`src/rtl/pc_redirect_unit.sv`:
```
// Program-counter generator: owns the PC, forms sequential and branch targets,
// and holds one redirect target while fetch is stalled.
module pc_redirect_unit #(
  parameter int             W        = 64,
  parameter int             OFF_W    = 26,
  parameter int             SHIFT    = 2,
  parameter int             INC      = 4,
  parameter int             ALIGN    = 2,
  parameter logic [W-1:0]   RESET_PC = '0
) (
  input  logic             clk_i,
  input  logic             reset_i,
  input  logic             stall_i,
  input  logic             br_valid_i,
  input  logic [1:0]       br_type_i,
  input  logic             br_cond_i,
  input  logic [W-1:0]     br_base_i,
  input  logic [OFF_W-1:0] br_offset_i,
  input  logic [W-1:0]     br_reg_i,
  output logic [W-1:0]     pc_o,
  output logic             redirect_o,
  output logic             pending_o,
  output logic             misalign_err_o
);

  localparam logic [W-1:0] INC_W      = W'(INC);
  localparam logic [W-1:0] ALIGN_MASK = (W'(1) << ALIGN) - W'(1);

  logic [W-1:0] pc_q, pc_d;
  logic [W-1:0] buf_q, buf_d;
  logic         pending_q, pending_d;
  logic         redirect_q, redirect_d;
  logic         err_q, err_d;

  logic         taken_s;
  logic [W-1:0] offset_ext_s;
  logic [W-1:0] raw_target_s;
  logic [W-1:0] target_s;
  logic         misalign_s;

  // Decide whether the resolved branch redirects fetch
  always_comb begin
    taken_s = 1'b0;
    if (br_valid_i) begin
      case (br_type_i)
        2'd0:    taken_s = br_cond_i;
        2'd1:    taken_s = 1'b1;
        2'd2:    taken_s = 1'b1;
        default: taken_s = 1'b0;
      endcase
    end else begin
      taken_s = 1'b0;
    end
  end

  // Form the target; misalignment is judged on the raw value before masking
  always_comb begin
    offset_ext_s = {{(W-OFF_W){br_offset_i[OFF_W-1]}}, br_offset_i};
    if (br_type_i == 2'd2) begin
      raw_target_s = br_reg_i;
    end else begin
      raw_target_s = br_base_i + (offset_ext_s << SHIFT);
    end
    misalign_s = |(raw_target_s & ALIGN_MASK);
    target_s   = raw_target_s & ~ALIGN_MASK;
  end

  // Next-state selection; a fresh taken branch always beats the buffered one
  always_comb begin
    pc_d       = pc_q;
    buf_d      = buf_q;
    pending_d  = pending_q;
    redirect_d = 1'b0;
    err_d      = err_q | (taken_s & misalign_s);
    if (taken_s && !stall_i) begin
      pc_d       = target_s;
      redirect_d = 1'b1;
      pending_d  = 1'b0;
    end else if (taken_s) begin
      buf_d     = target_s;
      pending_d = 1'b1;
    end else if (!stall_i && pending_q) begin
      pc_d       = buf_q;
      redirect_d = 1'b1;
      pending_d  = 1'b0;
    end else if (!stall_i) begin
      pc_d = pc_q + INC_W;
    end else begin
      pc_d = pc_q;
    end
  end

  // State registers
  always_ff @(posedge clk_i or posedge reset_i) begin
    if (reset_i) begin
      pc_q       <= RESET_PC;
      buf_q      <= '0;
      pending_q  <= 1'b0;
      redirect_q <= 1'b0;
      err_q      <= 1'b0;
    end else begin
      pc_q       <= pc_d;
      buf_q      <= buf_d;
      pending_q  <= pending_d;
      redirect_q <= redirect_d;
      err_q      <= err_d;
    end
  end

  assign pc_o           = pc_q;
  assign redirect_o     = redirect_q;
  assign pending_o      = pending_q;
  assign misalign_err_o = err_q;

endmodule
```
`config.mk`:
```
export PLATFORM = sky130hd
export DESIGN_NAME = pc_redirect_unit
export DESIGN_NICKNAME = d
export VERILOG_FILES = /design/src/rtl/pc_redirect_unit.sv
export SDC_FILE = /design/constraint.sdc
export NUM_CORES = 1
export LEC_CHECK = 0
export BUFFER_PORTS_ARGS = -buffer_cell sky130_fd_sc_hd__buf_2
export CAP_MARGIN = 10
export CORE_MARGIN = 2
export CORE_UTILIZATION = 30
export DETAILED_ROUTE_END_ITERATION = 6
export PLACE_DENSITY = 0.5
export SLEW_MARGIN = 30
export SYNTH_ARGS = -nofsm -noshare
export SYNTH_HDL_FRONTEND = slang
export SYNTH_SLANG_ARGS = --single-unit
```
`constraint.sdc`:
```
create_clock -name clk_i -period 4.1 [get_ports clk_i]
set_input_delay 0.82 -clock clk_i [delete_from_list [all_inputs] [get_ports clk_i]]
set_output_delay 0.82 -clock clk_i [all_outputs]
set_load 0.005 [all_outputs]
```
== After elaboration in Yosys (flattened, before gate mapping) ==
Cells that the tools add are included.
Cells by class
  muxes and demuxes: 13
  reductions and logical operators: 9
  bitwise gates (word level): 3
  add/sub/neg operators: 2
  eq/ne operators: 4
Operators with widths (number)
  64-bit 2-to-1 mux: 5
  64-bit by 3-bit adder with 64-bit output (second input constant): 1
  64-bit adder: 1
  1-bit 2-to-1 mux: 7
  2-bit AND reduction: 2
  2-bit OR reduction: 2
  3-bit by 1-bit inequality test with 1-bit output (second input constant): 1
  3-bit nonzero test: 1
  2-bit by 1-bit equality test with 1-bit output (second input constant): 1
  2-bit equality test (second input constant): 1
  1-bit logical AND: 2
  2-bit logical NOT: 1
  2-bit by 1-bit inequality test with 1-bit output (second input constant): 1
  1-bit case mux with 2 select lines: 1
  1-bit bitwise AND: 1
  1-bit logical NOT: 1
  1-bit NOT: 1
  1-bit OR: 1
Word-level totals
  output and inout bits: 67
  input port bits: 161
  register bits after elaboration: 129
  word-level logic and storage cells: 36

== Logic depth before layout (Yosys ltp) ==
Gate-level depths: netlist of the first run.
  word-level depth: 7
  gate-level depth with buffers: 12
  gate-level depth less buffers: 12

== Worst setup path before layout of the first run ==
OpenSTA, ideal clock, no wires.
  path type: input-to-reg
  from: input port br_base_i[2]
  to: register buf_q[60]
  path slack: 650 ps
  setup time: 127 ps
  cell stages on the path: 12
  data arrival time: 3323 ps
  buffers on the path: 0
  data required time: 3973 ps
  cells stage by stage: ha_1 fa_1 a211oi_2 o21ai_1 a21oi_2 o21ai_1 nand4_1 nand2_1 a221o_1 a211oi_2 mux2i_1 nand3_1
On the way
  longest elaborated chain between the ends: 2
Ends and longest elaborated chain
  from (decl): line 17  | input logic [W-1:0] br_base_i,
  64-bit adder: line 62  | raw_target_s = br_base_i + (offset_ext_s << SHIFT);
  64-bit 2-to-1 mux: line 59  | if (br_type_i == 2'd2) begin
  to (signal assigned): line 103  | buf_q <= buf_d;
  to (decl): line 30  | logic [W-1:0] buf_q, buf_d;
No other way between the ends.
A chain may end at the register's enable or synchronous reset.

== Final worst setup path of the first run ==
Ends and elaborated chain as after synthesis.

==> impl_metrics.py, run 1 <==
metrics = {
    "synthesis": {
        "post_synth_instance_area_sq_um": 11520,
        "post_synthesis_sequential_area_ratio": 0.2758,
        "syn_inst": 1509,
        "ys_ff_latch": 127,
        "netlist.area_leader.share": 0.2758,
        "synth_flop_cell": "dfrtp_1",
        "synth.lib_cells_used.distinct": 89,
        "synth_enable_flop_cells": 0,
        "yosys_warnings": 0,
        "synth_most_common_cell": "nand2_1",
        "netlist_top_cells_area": "dfrtp_1 28%, ha_1 7.1%, a21oi_1 6.8%",
        "synth.top_cells.by_count": "170 x nand2_1, 157 x a21oi_1, 137 x o21ai_0",
        "synth_area_leader_cell": "dfrtp_1",
        "synthesis.area_per_instance_sq_um": 7.637,
        "asyncSetResetFlopFracSynth": 1.000,
    },
    "final_layout": {
        "final-instance-count-excl-fill": 2232,
        "finalNetCount": 1932,
        "final.fill_count": 4025,
        "post_route_cells_drive_above_1_share": 0.2055,
        "sequential_cell_area_sq_um": 3182,
        "multi_input_comb_area_sq_um": 7891,
        "layout-area-overhead-vs-synth_pct": 20.69,
        "postLayoutCoreUtil": 0.3684,
    },
    "sta": {
        "setup-tns-final_ps": 0,
        "setup_skew_after_layout_ps": 6.554,
        "period_share": 0.8603,
        "hold_violations": 0,
        "unrepaired_setup_endpoints_after_global_routing": "false",
        "timing.final.crit_period_ps": 3527,
        "slew_viol_final": 0,
        "hold_slack_ps": 393.9,
        "worst_pin_slew_ps": 780.1,
        "highest_achievable_clock_rate_mhz": 283.5,
        "setup_violations": 0,
        "worst_slew_margin_rel": 0.4780,
    },
    "placement": {
        "portBuffers": 225,
        "gpl.final_weighted_congestion": 0.8963,
        "place.detailed.instances": 2197,
        "dp_hpwl_microns": 35410,
    },
    "detailed_routing": {
        "drt-wirelength-per-cell_microns": 20.34,
        "drt_iter0_drc": 973,
        "vias": 12323,
        "remaining_antenna_violation_count": 0,
        "route.detailed.vias_per_inst": 5.521,
        "initial_drt_pass_iterations": 5,
        "remaining_drc_errors": 0,
        "wl_microns": 45400,
    },
    "clock_tree": {
        "cts_hold_repair.buffers": 0,
        "cts_root_buffer": "clkbuf_16",
        "clock-sinks": 127,
        "cts_tree": "done",
        "cts-buffers-inserted": 17,
        "clkTransAtPathRegs_ps": 60,
        "clock_tree.buffer_depth": 2,
        "post_cts_resized": 0,
        "buffers_inserted_during_post_cts_setup_optimization": 0,
        "htreeDepth": 4,
        "insertion_delay_of_the_later_clocked_pin_in_the_worst_skew_pair_ps": 430,
    },
    "power_and_ir_drop": {
        "total_power_w": 0.005736,
        "power.clock.fraction": 0.269,
        "leakage_power_nw": 6.087,
        "switchingPower_w": 0.002274,
        "p_per_area_nw_per_um2": 412.4,
        "cell_internal_pwr_w": 0.003463,
        "power.share.switching": 0.3964,
        "p_seq_frac": 0.364,
        "ir_worst_vdd_v": 0.0002717,
        "comb_power_share": 0.367,
    },
    "outcome": {
        "outcome": "completed",
    },
    "die": {
        "die_width_microns": 200.0,
        "placementRows": 71,
        "vert_die_dim_microns": 200.0,
        "core-area_sq_um": 37760,
        "die_footprint_sq_um": 40000,
        "initial_core_util": 0.3052,
        "top_level_ports": 228,
    },
    "grt": {
        "grtUsageTotal": 0.2257,
        "grt_remaining_overflow": 0,
        "grt_start_max_net_pins": 81,
        "grt_pass1_wl_microns": 69190,
        "grt_antenna_before_repair": 3,
        "number_of_global_route_vias_before_repair": 11636,
    },
    "critical_path": {
        "critPathRequiredTime_ps": 4410,
        "timing.reg2reg.worst_path_depth": 10,
        "timing.setup.critical_path_class": "in -> reg",
        "arrival_worst_endpoint_ps": 3840,
        "critPathLaunch": "br_base_i[2]",
        "cp_max_fo": 4,
        "crit-reg2reg-launch": "pc_o[4]",
        "worstSetupStartpointType": "input pin",
        "crit_path_end_kind": "flip-flop",
    },
    "min_path": {
        "class_of_the_most_critical_hold_timing_path": "in -> async",
    },
    "run": {
        "max_cap_violations": 0,
    },
}
## kinds of logic after synthesis
group / synth area share
xor gates and xnor gates: 0.05016
adders and majority gates: 0.07231
DFF: 0.2758
and+or+nand+nor: 0.2292
muxes: 0.01694
AOI/OAI and AO/OA: 0.3138
other: 0.0003254
buffers and inverters: 0.04148
## metrics by stage
stage / cell area [sq um] / setup WS [ps]
after global placement: 13310 / 157.2
after global routing: 13910 / 313.8
after floorplan: 11530 / 649.9
after CTS: 13900 / 583.7
final: 13910 / 572.8
after detailed placement: 13310 / 133.9
## final cells by class
type,instances,share of cell area
Multi-Input combinational cell,1259,0.5674
Sequential cell,127,0.2288
Timing Repair Buffer,267,0.1054
Tap cell,511,0.04597
Clock buffer,22,0.03481
Inverter,33,0.009176
Clock inverter,10,0.007917
Antenna cell,3,0.0005398
## path summary, 6_finish.rpt
path,endpoint,slack (ps)
max,buf_q[60],570
min in group clk_i,misalign_err_o,460
min reg2reg,misalign_err_o,460
max in group asynchronous,pending_o,2900
min,redirect_o,390
max reg2reg,pc_o[55],1090
## flip-flops by register name, summed over array words and instances, names as in the netlist
name	count
pending_o	1
pc_o	62
misalign_err_o	1
redirect_o	1
buf_q	62
## routing by layer
layer	wire length [microns]	track usage
met1	22670	0.3421
met2	19350	0.3341
met3	2350	0.02352
met4	1039	0.06859
met5	0	0
## power groups by stage
| stage | Combinational [W] | Sequential, W | Clock, W |
|---|---|---|---|
| floorplan | 0.00128 | 0.00197 | 0 |
| global placement | 0.00208 | 0.00209 | 0 |
| detailed placement | 0.00209 | 0.00210 | 0 |
| CTS | 0.00210 | 0.00208 | 0.00157 |
| global route | 0.00234 | 0.00215 | 0.00162 |
| finish | 0.00210 | 0.00209 | 0.00154 |
## worst max-delay path: stages
cell	delay, ps
buf_2	100
ha_1	230
fa_1	450
a211oi_2	320
o21ai_1	130
a21oi_2	260
o21ai_1	140
nand4_1	190
nand2_1	150
a221o_1	410
a211oi_2	320
mux2i_1	230
nand3_1	80
## layout by cell type (no fill, tap or decap), types with 17 or more instances in the layout
cell type	instances
buf_2	225
nand2_1	169
a21oi_1	157
o21ai_0	137
nor2_1	130
dfrtp_1	126
ha_1	64
nand3_1	57
nor3_1	45
a21o_1	41
buf_4	40
xnor2_1	38
inv_1	32
o21ai_1	31
o221ai_1	31
xor2_1	28
and3_1	27
nand4_1	26
a211oi_1	24
a31oi_1	20
o21a_1	18
o211ai_1	17
clkbuf_16	17
Note: power is estimated with default switching activity, not from simulation.
==> inputs of run 2 (changes only) <==
CORE_UTILIZATION = 52   (was 30)
GPL_ROUTABILITY_DRIVEN = 0   (was not set)
PLACE_DENSITY = 0.79   (was 0.5)
==> run 2 against run 1 <==
Maximum frequency shrank 2.8%. Core utilization rose by 26 points. Sequential power about the same. Critical path type unchanged. Critical endpoint is now pc_o[49]. Largest cell class unchanged. Largest power group is now sequential cells.
==> impl_metrics.py, run 2 (synthesis results as in run 1) <==
metrics = {
    "outcome": {
        "outcome": "completed",
    },
    "detailed_routing": {
        "remaining_drc_errors": 0,
        "initial_drt_pass_iterations": 6,
        "drt-wirelength-per-cell_microns": 20.06,
        "remaining_antenna_violation_count": 0,
        "drt_iter0_drc": 1502,
        "vias": 12963,
        "route.detailed.vias_per_inst": 6.524,
        "wl_microns": 39870,
    },
    "sta": {
        "hold_slack_ps": 389.1,
        "timing.final.crit_period_ps": 3629,
        "setup-tns-final_ps": 0,
        "hold_violations": 0,
        "period_share": 0.8852,
        "setup_skew_after_layout_ps": 7.435,
        "unrepaired_setup_endpoints_after_global_routing": "false",
        "highest_achievable_clock_rate_mhz": 275.5,
        "worst_pin_slew_ps": 647.7,
        "worst_slew_margin_rel": 0.5682,
        "setup_violations": 0,
        "slew_viol_final": 0,
    },
    "die": {
        "die_footprint_sq_um": 23370,
        "top_level_ports": 228,
        "vert_die_dim_microns": 152.9,
        "placementRows": 54,
        "initial_core_util": 0.5297,
        "core-area_sq_um": 21760,
        "die_width_microns": 152.9,
    },
    "critical_path": {
        "critPathRequiredTime_ps": 4360,
        "arrival_worst_endpoint_ps": 3890,
        "crit-reg2reg-launch": "pc_o[5]",
        "regToRegEndpoint": "pc_o[63]",
        "cp_max_fo": 20,
        "critPathLaunch": "br_offset_i[25]",
        "timing.setup.critical_path_class": "in -> reg",
        "ff2ff_setup_slack_ps": 1130,
        "worstSetupStartpointType": "input pin",
        "crit_path_end_kind": "flip-flop",
        "timing.reg2reg.worst_path_depth": 10,
    },
    "placement": {
        "portBuffers": 225,
        "dp_hpwl_microns": 29730,
        "placed_area_sq_um": 12920,
    },
    "clock_tree": {
        "cts_tree": "done",
        "clock_tree.buffer_depth": 2,
        "cts_root_buffer": "clkbuf_16",
        "buffers_inserted_during_post_cts_setup_optimization": 0,
        "clock-sinks": 127,
        "clkTransAtPathRegs_ps": 60,
        "insertion_delay_of_the_later_clocked_pin_in_the_worst_skew_pair_ps": 420,
        "post_cts_resized": 0,
        "cts-buffers-inserted": 17,
        "htreeDepth": 4,
        "cts_hold_repair.buffers": 0,
    },
    "grt": {
        "grt_antenna_before_repair": 2,
        "grt_start_max_net_pins": 67,
        "grt_remaining_overflow": 0,
        "grt_pass1_wl_microns": 62750,
        "grtUsageTotal": 0.3295,
        "number_of_global_route_vias_before_repair": 11866,
    },
    "power_and_ir_drop": {
        "leakage_power_nw": 6.072,
        "ir_worst_vdd_v": 0.0002629,
        "p_per_area_nw_per_um2": 430.1,
    },
    "final_layout": {
        "postLayoutCoreUtil": 0.6245,
        "layout-area-overhead-vs-synth_pct": 17.89,
        "finalNetCount": 1919,
        "final.fill_count": 1980,
        "most_common_cell_after_layout_fill_and_taps_aside": "buf_2",
        "layout.cell_area.non_filler_sq_um": 13590,
        "most-common-layout-cells": "225 x buf_2, 169 x nand2_1, 157 x a21oi_1, 137 x o21ai_0, 130 x nor2_1",
        "post_route_cells_drive_above_1_share": 0.1994,
    },
    "run": {
        "max_cap_violations": 0,
    },
    "min_path": {
        "class_of_the_most_critical_hold_timing_path": "in -> async",
    },
}
-- run 2: changes by cell type in the layout (fill, tap and decap cells not counted), sizes merged --
cell      delta
clkinvlp     -4
clkinv       +2
diode        -1
buf         -13
bufinv       +4
clkbuf       -2
-- run 2: layout make-up --
type,count,area (sq um),area share
Clock buffer,20,446.7,0.03288
Timing Repair Buffer,254,1369,0.1008
Multi-Input combinational cell,1259,7891,0.5809
Inverter,33,127.6,0.009394
Sequential cell,127,3182,0.2342
Antenna cell,2,5.005,0.0003684
Tap cell,280,350.3,0.02579
Clock inverter,12,214.0,0.01575
-- run 2: power by group --
group	internal [W]	leakage [nW]	switching [W]	total, W
Clock	0.00115	0.328	0.000567	0.00172
Combinational	0.000850	4.18	0.00119	0.00204
Sequential	0.00163	1.56	0.000451	0.00208
-- run 2: per-layer routing --
metal | GRT usage | share of wire | vias to the layer above | wire [microns]
met5 | 0 | 0 | - | 0
met4 | 0.1287 | 0.034 | 0 | 1357
met3 | 0.06294 | 0.12 | 99 | 4621
met2 | 0.4837 | 0.43 | 882 | 17090
met1 | 0.4795 | 0.42 | 6013 | 16790
li1 | - | - | 5969 | -
-- run 2: worst max path at each step --
| stage | endpoint | slack [ps] | cells past startpoint |
|---|---|---|---|
| after floorplan | buf_q[60] | 650 | 12 |
| after global placement | buf_q[60] | 290 | 13 |
| after detailed placement | buf_q[60] | 210 | 13 |
| final | pc_o[49] | 470 | 11 |
| after CTS | buf_q[60] | 630 | 13 |
| after global routing | pc_o[51] | 280 | 12 |
-- run 2: through the flow --
| stage | power [W] | setup WS, ps | std cells |
|---|---|---|---|
| 2_1_floorplan | 0.003249 | 649.9 | 1510 |
| 3_3_place_gp | 0.003993 | 293.2 | 1952 |
| 3_5_place_dp | 0.004057 | 208.1 | 1953 |
| 4_1_cts | 0.005776 | 631.0 | 1985 |
| 5_1_grt | 0.006141 | 279.8 | 1987 |
| 6_report | 0.005843 | 470.6 | 1987 |
-- run 2: critical path: stages --
cell	delay [ps]
buf_2	320
ha_1	370
a211oi_1	380
nor2b_1	90
a21oi_1	290
o32ai_1	160
nor4_2	440
nor2_4	110
a21boi_1	210
xor2_1	470
o221ai_1	210
==> inputs of run 3 (changes only) <==
CAP_MARGIN = not set   (was 10)
CORE_ASPECT_RATIO = 0.7   (was not set)
==> run 3 against run 2 <==
Final cell count increased by 0.25%. Critical path type unchanged. Register-to-register slack got worse by 90 ps. Clock skew decreased by 0.73 ps. First-iteration DRC count increased by 32%. Wire length increased by 2.7%.
==> impl_metrics.py, run 3 (synthesis results as in run 1) <==
metrics = {
    "final_layout": {
        "finalNetCount": 1923,
        "final-instance-count-excl-fill": 1992,
        "layout-area-overhead-vs-synth_pct": 17.65,
        "most-common-layout-cells": "225 x buf_2, 169 x nand2_1, 157 x a21oi_1, 137 x o21ai_0, 130 x nor2_1",
        "sequential_cell_area_sq_um": 3182,
        "final.fill_count": 1975,
        "multi_input_comb_area_sq_um": 7891,
        "most_common_cell_after_layout_fill_and_taps_aside": "buf_2",
        "post_route_cells_drive_above_1_share": 0.2019,
    },
    "sta": {
        "hold_slack_ps": 325.1,
        "hold_violations": 0,
        "setup-tns-final_ps": 0,
        "setup_violations": 0,
        "worst_pin_slew_ps": 926.5,
        "unrepaired_setup_endpoints_after_global_routing": "false",
        "worst_slew_margin_rel": 0.3823,
        "slew_viol_final": 0,
        "period_share": 0.8704,
        "highest_achievable_clock_rate_mhz": 280.2,
        "final_critical_path_setup_slack_ps": 531.2,
        "timing.final.crit_period_ps": 3569,
        "setup_skew_after_layout_ps": 6.706,
    },
    "grt": {
        "grt_pass1_wl_microns": 63860,
        "grt_start_max_net_pins": 87,
        "grtUsageTotal": 0.3450,
        "met3_usage": 0.1081,
        "grt_antenna_before_repair": 1,
        "met2_track_demand_over_resource": 0.4706,
        "grt_remaining_overflow": 0,
        "gr-max-usage-layer": "met1",
        "global_route.usage.met1": 0.5145,
        "number_of_global_route_vias_before_repair": 11836,
    },
    "power_and_ir_drop": {
        "p_seq_frac": 0.364,
        "leakage_power_nw": 6.058,
        "comb_power_share": 0.366,
        "cell_internal_pwr_w": 0.003466,
        "ir_worst_vdd_v": 0.0003432,
        "power.share.switching": 0.3962,
        "total_power_w": 0.005740,
        "power.clock.fraction": 0.270,
        "switchingPower_w": 0.002274,
        "p_per_area_nw_per_um2": 423.4,
    },
    "placement": {
        "dp_hpwl_microns": 30720,
        "portBuffers": 225,
        "place.detailed.instances": 1958,
        "place_worst_setup_slack_ps": 181.2,
    },
    "die": {
        "vert_die_dim_microns": 128.6,
        "die_width_microns": 181.9,
        "initial_core_util": 0.5302,
        "placementRows": 45,
        "die_footprint_sq_um": 23390,
        "core-area_sq_um": 21730,
        "top_level_ports": 228,
    },
    "clock_tree": {
        "insertion_delay_of_the_later_clocked_pin_in_the_worst_skew_pair_ps": 430,
        "post_cts_resized": 0,
        "cts_root_buffer": "clkbuf_16",
        "buffers_inserted_during_post_cts_setup_optimization": 0,
        "htreeDepth": 4,
        "clock-sinks": 127,
        "cts_hold_repair.buffers": 0,
        "cts-buffers-inserted": 17,
        "clock_tree.buffer_depth": 2,
        "cts_tree": "done",
        "clkTransAtPathRegs_ps": 60,
    },
    "critical_path": {
        "crit_path_end_kind": "flip-flop",
        "arrival_worst_endpoint_ps": 3840,
        "ff2ff_setup_slack_ps": 1040,
        "regToRegEndpoint": "pc_o[35]",
        "worstSetupStartpointType": "input pin",
        "crit-reg2reg-launch": "pc_o[4]",
        "timing.setup.critical_path_class": "in -> reg",
        "cp_max_fo": 19,
        "timing.reg2reg.worst_path_depth": 7,
        "critPathRequiredTime_ps": 4370,
    },
    "outcome": {
        "outcome": "completed",
    },
    "detailed_routing": {
        "route.detailed.vias_per_inst": 6.563,
        "wl_microns": 40940,
        "vias": 13074,
        "remaining_drc_errors": 0,
        "remaining_antenna_violation_count": 0,
        "drt_iter0_drc": 1976,
        "drt-wirelength-per-cell_microns": 20.55,
        "initial_drt_pass_iterations": 7,
    },
    "run": {
        "max_cap_violations": 0,
    },
    "min_path": {
        "class_of_the_most_critical_hold_timing_path": "in -> async",
    },
}
run 3: cell types whose count changed in the layout (fill, tap and decap cells not counted), sizes merged:
cell and delta:
buf +4, bufinv -4, clkbuf +2, clkinvlp +2, diode -1
run 3: critical path: stages:
cell,delay (ps)
buf_2,300
ha_1,370
a211oi_1,410
nor2b_1,90
a21oi_1,240
o32ai_1,140
nor4_2,390
nor2_4,110
a21boi_1,220
xor2_1,510
o221ai_1,220
run 3: worst max-delay path by stage:
stage	from	cells past startpoint	endpoint
floorplan	br_base_i[2]	12	buf_q[60]
global placement	br_base_i[2]	13	buf_q[60]
detailed placement	br_base_i[2]	13	buf_q[60]
CTS	br_base_i[2]	13	buf_q[60]
global route	br_offset_i[25]	11	pc_o[49]
finish	br_offset_i[25]	11	pc_o[49]
run 3: metal layers:
metal / vias to the layer above / wire, microns
met2: 950 / 15730
met3: 121 / 5889
met1: 6029 / 18110
li1: 5974 / -
met5: - / 0
met4: 0 / 1204
run 3: final cells by class:
cell class              instances  share of cell area
diodes                          1           0.0001846
multi-input cells            1259              0.5820
repair buffers                258              0.1032
inverters                      33            0.009413
clock inverters                10            0.008029
flip-flops and latches        127              0.2347
clock buffers                  22             0.03645
well taps                     282             0.02602
run 3: per-stage QoR:
step	utilization	instance area, sq um
3_3_place_gp	0.5950	12930
4_1_cts	0.6228	13540
5_1_grt	0.6238	13560
3_5_place_dp	0.5950	12930
2_1_floorplan	-	11530
6_report	0.6238	13560
run 3: power groups by stage:
stage	clock network [W]	registers, W	logic [W]
detailed placement	0	0.00208	0.00203
global placement	0	0.00206	0.00197
finish	0.00155	0.00209	0.00210
global route	0.00160	0.00214	0.00230
floorplan	0	0.00197	0.00128
CTS	0.00155	0.00206	0.00204
